File: config.mk
export PLATFORM = sky130hd
export DESIGN_NAME = line_buffer_scheduler
export DESIGN_NICKNAME = d
export VERILOG_FILES = /design/src/rtl/line_buffer_scheduler_pkg.sv /design/src/rtl/line_buffer_scheduler_bank_tracker.sv /design/src/rtl/line_buffer_scheduler.sv
export SDC_FILE = /design/constraint.sdc
export NUM_CORES = 1
export LEC_CHECK = 0
export BUFFER_PORTS_ARGS = -buffer_cell sky130_fd_sc_hd__buf_4
export CAP_MARGIN = 20
export CORE_AREA = 2 2 75 77
export DETAILED_ROUTE_END_ITERATION = 7
export DIE_AREA = 0 0 77 79
export PLACE_DENSITY = 0.68
export SLEW_MARGIN = 25
export SYNTH_ARGS = -nofsm -noshare
export SYNTH_HDL_FRONTEND = slang
export SYNTH_HIERARCHICAL = 1
export SYNTH_SLANG_ARGS = --single-unit
File: constraint.sdc
create_clock -name clk -period 2 [get_ports clk]
set_input_delay 0.2 -clock clk [delete_from_list [all_inputs] [get_ports clk]]
set_output_delay 0.2 -clock clk [all_outputs]
set_load 0.02 [all_outputs]
File: src/rtl/line_buffer_scheduler_pkg.sv
// Shared CNN definitions for the line-buffer scheduler: address width,
// scheduler state encoding and a counter-width helper.
package line_buffer_scheduler_pkg;

    localparam int unsigned ADDR_WIDTH = 14;

    typedef enum logic {
        ST_FILL  = 1'b0,
        ST_STALL = 1'b1
    } sched_state_e;

    // Counter width for a modulo-n counter, never narrower than one bit.
    function automatic int unsigned cnt_width(input int unsigned n);
        return (n > 1) ? $clog2(n) : 1;
    endfunction

endpackage

File: src/rtl/line_buffer_scheduler_bank_tracker.sv
// bank_tracker: per-bank full flags and reader hand-off for the ping-pong
// line buffer.
//   clk, reset        : clock, asynchronous active-high reset
//   fill, fill_bank   : one-cycle pulse, bank fill_bank has just been filled
//   rd_done           : one-cycle pulse, reader finished rd_bank
//   bank_full         : per-bank full flags
//   rd_start, rd_bank : one-cycle offer pulse and the bank handed to the reader
module bank_tracker (
    input  logic       clk,
    input  logic       reset,
    input  logic       fill,
    input  logic       fill_bank,
    input  logic       rd_done,
    output logic [1:0] bank_full,
    output logic       rd_start,
    output logic       rd_bank
);

    logic [1:0] bank_full_q, bank_full_d;
    logic       rd_start_q, rd_start_d;
    logic       rd_bank_q, rd_bank_d;
    logic       busy_q, busy_d;

    // State registers.
    always_ff @(posedge clk or posedge reset) begin
        if (reset) begin
            bank_full_q <= 2'b00;
            rd_start_q  <= 1'b0;
            rd_bank_q   <= 1'b0;
            busy_q      <= 1'b0;
        end else begin
            bank_full_q <= bank_full_d;
            rd_start_q  <= rd_start_d;
            rd_bank_q   <= rd_bank_d;
            busy_q      <= busy_d;
        end
    end

    // Banks are read strictly in fill order, so the next bank to offer is
    // simply the other one once the current read completes.
    always_comb begin
        bank_full_d = bank_full_q;
        rd_start_d  = 1'b0;
        rd_bank_d   = rd_bank_q;
        busy_d      = busy_q;

        if (fill) begin
            bank_full_d[fill_bank] = 1'b1;
        end

        if (busy_q && rd_done) begin
            bank_full_d[rd_bank_q] = 1'b0;
            rd_bank_d              = ~rd_bank_q;
            busy_d                 = 1'b0;
        end else if (!busy_q && bank_full_q[rd_bank_q]) begin
            rd_start_d = 1'b1;
            busy_d     = 1'b1;
        end
    end

    assign bank_full = bank_full_q;
    assign rd_start  = rd_start_q;
    assign rd_bank   = rd_bank_q;

endmodule

File: src/rtl/line_buffer_scheduler.sv
// line_buffer_scheduler: accepts a pixel stream and schedules writes into a
// ping-pong pair of line-buffer banks, handing full banks to a reader.
//   clk, reset          : clock, asynchronous active-high reset
//   pix_valid/pix_data  : upstream pixel stream, pix_ready accepts it
//   we/wr_addr/data_out : registered line-buffer write port
//   eol                 : high with the write of the last column of a line
//   wr_bank             : bank currently being written
//   rd_start/rd_bank    : offer pulse and bank handed to the reader
//   rd_done             : reader finished rd_bank
//   bank_full           : per-bank full flags
module line_buffer_scheduler
    import line_buffer_scheduler_pkg::*;
#(
    parameter int unsigned NUM_LINES  = 3,
    parameter int unsigned LINE_WIDTH = 64,
    parameter int unsigned DATA_WIDTH = 16
) (
    input  logic                  clk,
    input  logic                  reset,
    input  logic                  pix_valid,
    input  logic [DATA_WIDTH-1:0] pix_data,
    output logic                  pix_ready,
    output logic                  we,
    output logic [ADDR_WIDTH-1:0] wr_addr,
    output logic [DATA_WIDTH-1:0] data_out,
    output logic                  eol,
    output logic                  wr_bank,
    output logic                  rd_start,
    output logic                  rd_bank,
    input  logic                  rd_done,
    output logic [1:0]            bank_full
);

    localparam int unsigned LINE_CNT_W = cnt_width(NUM_LINES);
    localparam logic [ADDR_WIDTH-1:0] LAST_COL  = ADDR_WIDTH'(LINE_WIDTH - 1);
    localparam logic [LINE_CNT_W-1:0] LAST_LINE = LINE_CNT_W'(NUM_LINES - 1);

    sched_state_e          state_q, state_d;
    logic [ADDR_WIDTH-1:0] col_q, col_d;
    logic [LINE_CNT_W-1:0] line_q, line_d;
    logic                  wr_bank_q, wr_bank_d;
    logic                  we_q, we_d;
    logic [ADDR_WIDTH-1:0] wr_addr_q, wr_addr_d;
    logic [DATA_WIDTH-1:0] data_out_q, data_out_d;
    logic                  eol_q, eol_d;
    logic                  bank_done_q, bank_done_d;

    logic accept;
    logic last_col;
    logic last_line;
    logic other_bank;

    assign pix_ready  = (state_q == ST_FILL) && !bank_full[wr_bank_q];
    assign accept     = pix_valid && pix_ready;
    assign last_col   = (col_q == LAST_COL);
    assign last_line  = (line_q == LAST_LINE);
    assign other_bank = ~wr_bank_q;

    // State registers.
    always_ff @(posedge clk or posedge reset) begin
        if (reset) begin
            state_q     <= ST_FILL;
            col_q       <= '0;
            line_q      <= '0;
            wr_bank_q   <= 1'b0;
            we_q        <= 1'b0;
            wr_addr_q   <= '0;
            data_out_q  <= '0;
            eol_q       <= 1'b0;
            bank_done_q <= 1'b0;
        end else begin
            state_q     <= state_d;
            col_q       <= col_d;
            line_q      <= line_d;
            wr_bank_q   <= wr_bank_d;
            we_q        <= we_d;
            wr_addr_q   <= wr_addr_d;
            data_out_q  <= data_out_d;
            eol_q       <= eol_d;
            bank_done_q <= bank_done_d;
        end
    end

    // Column/line counting on accept, write-port register, FSM next state.
    always_comb begin
        state_d     = state_q;
        col_d       = col_q;
        line_d      = line_q;
        wr_bank_d   = wr_bank_q;
        we_d        = 1'b0;
        wr_addr_d   = wr_addr_q;
        data_out_d  = data_out_q;
        eol_d       = 1'b0;
        bank_done_d = 1'b0;

        if (accept) begin
            we_d       = 1'b1;
            wr_addr_d  = col_q;
            data_out_d = pix_data;
            if (last_col) begin
                col_d = '0;
                eol_d = 1'b1;
                if (last_line) begin
                    line_d      = '0;
                    bank_done_d = 1'b1;
                end else begin
                    line_d = line_q + LINE_CNT_W'(1);
                end
            end else begin
                col_d = col_q + ADDR_WIDTH'(1);
            end
        end

        // bank_done_q coincides with the closing eol; switch banks after it.
        if (bank_done_q) begin
            wr_bank_d = other_bank;
        end

        case (state_q)
            ST_FILL: begin
                // Stall right after the bank-closing accept if the next bank
                // is still held by the reader, so no pixel is taken for it.
                if ((accept && last_col && last_line && bank_full[other_bank]) ||
                    bank_full[wr_bank_q]) begin
                    state_d = ST_STALL;
                end
            end
            ST_STALL: begin
                // Wait out the bank switch, then for the target bank to drain.
                if (!bank_full[wr_bank_q] && !bank_done_q) begin
                    state_d = ST_FILL;
                end
            end
            default: state_d = ST_FILL;
        endcase
    end

    bank_tracker u_bank_tracker (
        .clk       (clk),
        .reset     (reset),
        .fill      (bank_done_q),
        .fill_bank (wr_bank_q),
        .rd_done   (rd_done),
        .bank_full (bank_full),
        .rd_start  (rd_start),
        .rd_bank   (rd_bank)
    );

    assign we       = we_q;
    assign wr_addr  = wr_addr_q;
    assign data_out = data_out_q;
    assign eol      = eol_q;
    assign wr_bank  = wr_bank_q;

endmodule

Yosys cells after proc, flatten, opt, wreduce, memory -nomap -nowiden
Cells that the tools add are included.

$add $sub $neg: 2. Multiply operators: 0. Div/mod/pow operators: 0. $lt $le $gt $ge: 5. Equality and inequality tests: 2. Shift operators: 0. Muxes and demuxes: 27. Bitwise gates (word level): 6. Reduce and logical (&&, ||, !) cells: 16.

Operators by type and width (count): two-way mux 1 bit (20); adder 14 x 1 -> 14 bit, second input constant (1); equality test 14 x 6 -> 1 bit, second input constant (1); two-way mux 14 bit (1); logical AND 1 bit (10); < comparator 1 x 2 -> 1 bit, second input constant (3); two-way mux 2 bit (3); zero test 1 bit (3); NOT 1 bit (3); adder 2 x 1 -> 2 bit, second input constant (1); AND 2 bit (1); demux 1 bit (select 1 bit) (2); equality test 2 bit, second input constant (1); greater-or-equal comparator 1 bit, second input constant (2); NOT 2 bit (1); bitwise OR 2 bit (1); case mux 1 bit (2 select lines) (1); AND reduction 2 bit (1); nonzero test 2 bit (1); logical OR 1 bit (1).

Bits in registers: 56. Latch bits: 0. Memory bits (writable): 0. Memory bits (read-only): 0. Input bits: 20. Memories kept: 0.

Logic depth before layout (Yosys ltp)
Depth in word-level cells: 11. Gate-level depth with buffers: 6.

Cells and area by module
The synthesis kept the hierarchy.

Modules (own cells, without submodules): line_buffer_scheduler (times used 1, cells an instance 218, area each 2124.5 sq um, sequential area each 1276.2 sq um); bank_tracker (times used 1, cells an instance 15, area each 191.4 sq um, sequential area each 125.1 sq um).

Least setup slack after synthesis
OpenSTA, ideal clock, no wires.

Path type: register to register. Start point: register wr_bank_q (netlist: wr_bank). End point: register col_q[6]. Setup time: 125 ps. Data arrival time: 1686 ps. Required time: 1875 ps. Setup slack: 189 ps. Cell stages (with the launch flop): 4. Period minus slack after synthesis: 1811 ps. Path through: dfrtp_1 > mux2_2 > nor4_1 > mux2_2.

Word-level cells in the longest chain between the ends: 5.

RTL lines: start, declared (RTL line line_buffer_scheduler.sv:41) `logic wr_bank_q, wr_bank_d;`; start signal, assigned (RTL line line_buffer_scheduler.sv:75) `wr_bank_q <= wr_bank_d;`; two-way mux 1 bit (not written as such) (2 in a row) (RTL line line_buffer_scheduler.sv:53) `assign pix_ready = (state_q == ST_FILL) && !bank_full[wr_bank_q];`; zero test 1 bit (RTL line line_buffer_scheduler.sv:53); logical AND 1 bit (RTL line line_buffer_scheduler.sv:53); logical AND 1 bit (RTL line line_buffer_scheduler.sv:54) `assign accept = pix_valid && pix_ready;`; end signal, assigned (RTL line line_buffer_scheduler.sv:73) `col_q <= col_d;`; end, declared (RTL line line_buffer_scheduler.sv:39) `logic [ADDR_WIDTH-1:0] col_q, col_d;`.

Every way passes these cells. The select of a mux whose other input is x is not followed. A chain may end at the register's enable or synchronous reset.

Worst setup path after layout
Start point: register col_q[12]. End point: register line_q[1].

Word-level cells in the longest chain between the ends: 2.

RTL lines: equality test 14 x 6 -> 1 bit (RTL line line_buffer_scheduler.sv:55) `assign last_col = (col_q == LAST_COL);`; AND reduction 2 bit (no line); end signal, assigned (RTL line line_buffer_scheduler.sv:74) `line_q <= line_d;`; end, declared (RTL line line_buffer_scheduler.sv:40) `logic [LINE_CNT_W-1:0] line_q, line_d;`.

Every way passes these cells.

==> reports/metrics.cfg <==
[grt]
antenna_found_initial = 0
grt-ovfl-total = 0
grt_start_max_net_pins = 52
track_usage_pct = 16.5
grt_pass1_vias = 1681
grt_pass1_wl_um = 7850

[routing]
vias = 1768
wl_per_cell_um = 12.3
wl_um = 4560
drc_errors = 0
via_per_inst = 4.78
ant_nets = 0
drtIter0Drc = 102
firstDrtPassIters = 4

[setup_path]
path_class = register to register
rr_worst_depth = 4
crit_fanout = 5
start_kind = register
required_ps = 2200
critical_path_arrival_ps = 2060
end_kind = register

[synth]
ys_seq_elements = 56
ys_async_sr_fraction_pct = 100
synth.cell_area_mm2 = 0.00232
synth_edf_count = 0
avgSynthCellArea_um2 = 9.94
yosys.area.top_type_share_pct = 60.5
yosys_most_used_dff = dfrtp_1
yosysWarnings = 6
syn_nets = 254
synthCells = 233
yosysTopAreaCell = dfrtp_1
synth.area.top_cells = dfrtp_1, nand2_1, xnor2_1, nand4_1, mux2_2
ys_types = 33
seq_area_frac_synth_pct = 60.5

[cts]
path_clk_slew_ps = 90
cts_sinks = 56
cts_hold_buf = 1
cts_max_level = 2
clock_path_buffers = 2
clkLatencyLatePin_ps = 310
cts-resized-gates = 0
cts_buffers = 5
root_buffer = clkbuf_8
cts_tree = built
cts_setup_buffers = 0

[power]
total_power_mw = 2.90
switching_power_mw = 0.948
ir_worst_vdd_uv = 437
p_seq_share_pct = 51.7
internal_power_mw = 1.95
p_leak_nw = 1.58
power_frac_clock_pct = 21.6
power_density_mw_per_mm2 = 977
combPwrFrac_pct = 26.7
swShare_pct = 32.7

[finish]
layout_commonest_cell = nand2_1
layout_common_cells = nand2_1, buf_4, dfrtp_1, xnor2_1, nand4_1
final_area_mm2 = 0.00297
fillCellCount = 495
antenna_cells = 0
nNetsFinal = 318
syn_to_final_growth_pct = 28.0
drive_gt1_share_pct = 27.9

[floorplanning]
io_pins = 58
core.rowCount = 27
die_height_um = 79
die_area_mm2 = 0.00608
fp.dieW_um = 77
initial_core_util_pct = 43.4
core_area_mm2 = 0.00534

[sta]
period_share_pct = 92.8
min_period_ps = 1860
final.setup.tns_ps = 0
final_max_slew_viol_count = 0
fin_skew_ps = 3.11
setup_violations = 0
fmax_mhz = 539
hold_viol = 0
worstMarginPinSlew_ps = 477
slew_headroom_pct = 67.9
setup_ws_ps = 144
rsz0062_at_grt = no

[status]
status = finished, final reports clean

[place]
placed_area_mm2 = 0.00287
port_buffers = 57
hpwl_um = 3090
place.gp.congestion = 0.838
pre_cts_ws_ps = 159

[job]
max_cap_violations = 0

[hold_path]
hold_class = primary input to register
hold_depth = 3

[layout make-up]
type                    count  area (um2)  area share (%)
clock buffers               8        90.1            3.04
flip-flops and latches     56        1400            47.3
well taps                  72        90.1            3.04
inverters                   6        22.5           0.759
multi-input cells         164         866            29.2
repair buffers             64         495            16.7
[flip-flops by register name, indices dropped and copies added (netlist names)]
signal                    flops
bank_done_q                   1
col_q                        14
data_out                     16
eol                           1
line_q                        2
state_q                       1
u_bank_tracker/bank_full      2
u_bank_tracker/busy_q         1
u_bank_tracker/rd_bank        1
u_bank_tracker/rd_start       1
we                            1
wr_addr                      14
wr_bank                       1
[critical path: stages, from the launching register on]
cell	delay [ps]
dfrtp_1	430
or4_4	570
or4_4	550
nor2_8	150
o21ai_2	60
[cells by family after synthesis]
logic type / after synthesis / share of synthesized area [%]
mux: 6 / 2.76
simple gates: 135 / 26.6
compound gates: 10 / 2.97
fa+ha+maj: 1 / 0.540
xor+xnor: 12 / 4.54
buf+inv: 13 / 2.11
flops: 56 / 60.5
[per-stage QoR]
stage	hold slack, ps	utilization, %	cells
floorplan	-21.5	-	233
global placement	123	53.7	361
detailed placement	127	53.7	361
CTS	63.0	55.6	370
global route	69.0	55.6	370
finish	71.7	55.6	370
[cells in the mapped netlist (all sizes together), types with 2 or more instances]
library cell	instances
nand2	99
dfrtp	56
xnor2	11
nand4	8
nor2	7
inv	6
clkbuf	4
nand3	4
nor3	4
a21oi	3
buf	3
mux2	3
mux2i	3
nor4	3
o21ai	3
or4	3
and3	2
and4	2
nor2b	2
[path summary, 6_finish.rpt]
path	start	slack (ps)	end
setup / recovery	col_q[12]$_DFFE_PP0N_	140	line_q[1]$_DFFE_PP0P_
hold / removal	pix_data[14]	70	data_out[14]$_DFFE_PP0N_
setup reg to reg	col_q[12]$_DFFE_PP0N_	140	line_q[1]$_DFFE_PP0P_
hold reg to reg	data_out[15]$_DFFE_PP0N_	480	data_out[15]$_DFFE_PP0N_
max in group asynchronous	reset	1270	data_out[5]$_DFFE_PP0N_
min in group asynchronous	reset	360	u_bank_tracker/busy_q$_DFFE_PP0P_
[layer usage]
layer | vias to the layer above | track usage, % | part of all wire [%]
met3 | 6 | 4.43 | 5.0
met1 | 838 | 21.0 | 46
met2 | 38 | 27.2 | 47
met5 | - | 0 | 0
li1 | 886 | - | -
met4 | 0 | 6.43 | 1.6
[power by group through the flow]
stage	clock network (mW)	registers [mW]	logic, mW
after global routing	0.704	1.53	0.857
after detailed placement	0	1.52	0.787
after floorplan	0	1.64	0.320
after CTS	0.655	1.50	0.791
after global placement	0	1.52	0.776
final	0.625	1.50	0.775
(Power assumes the default switching activity.)
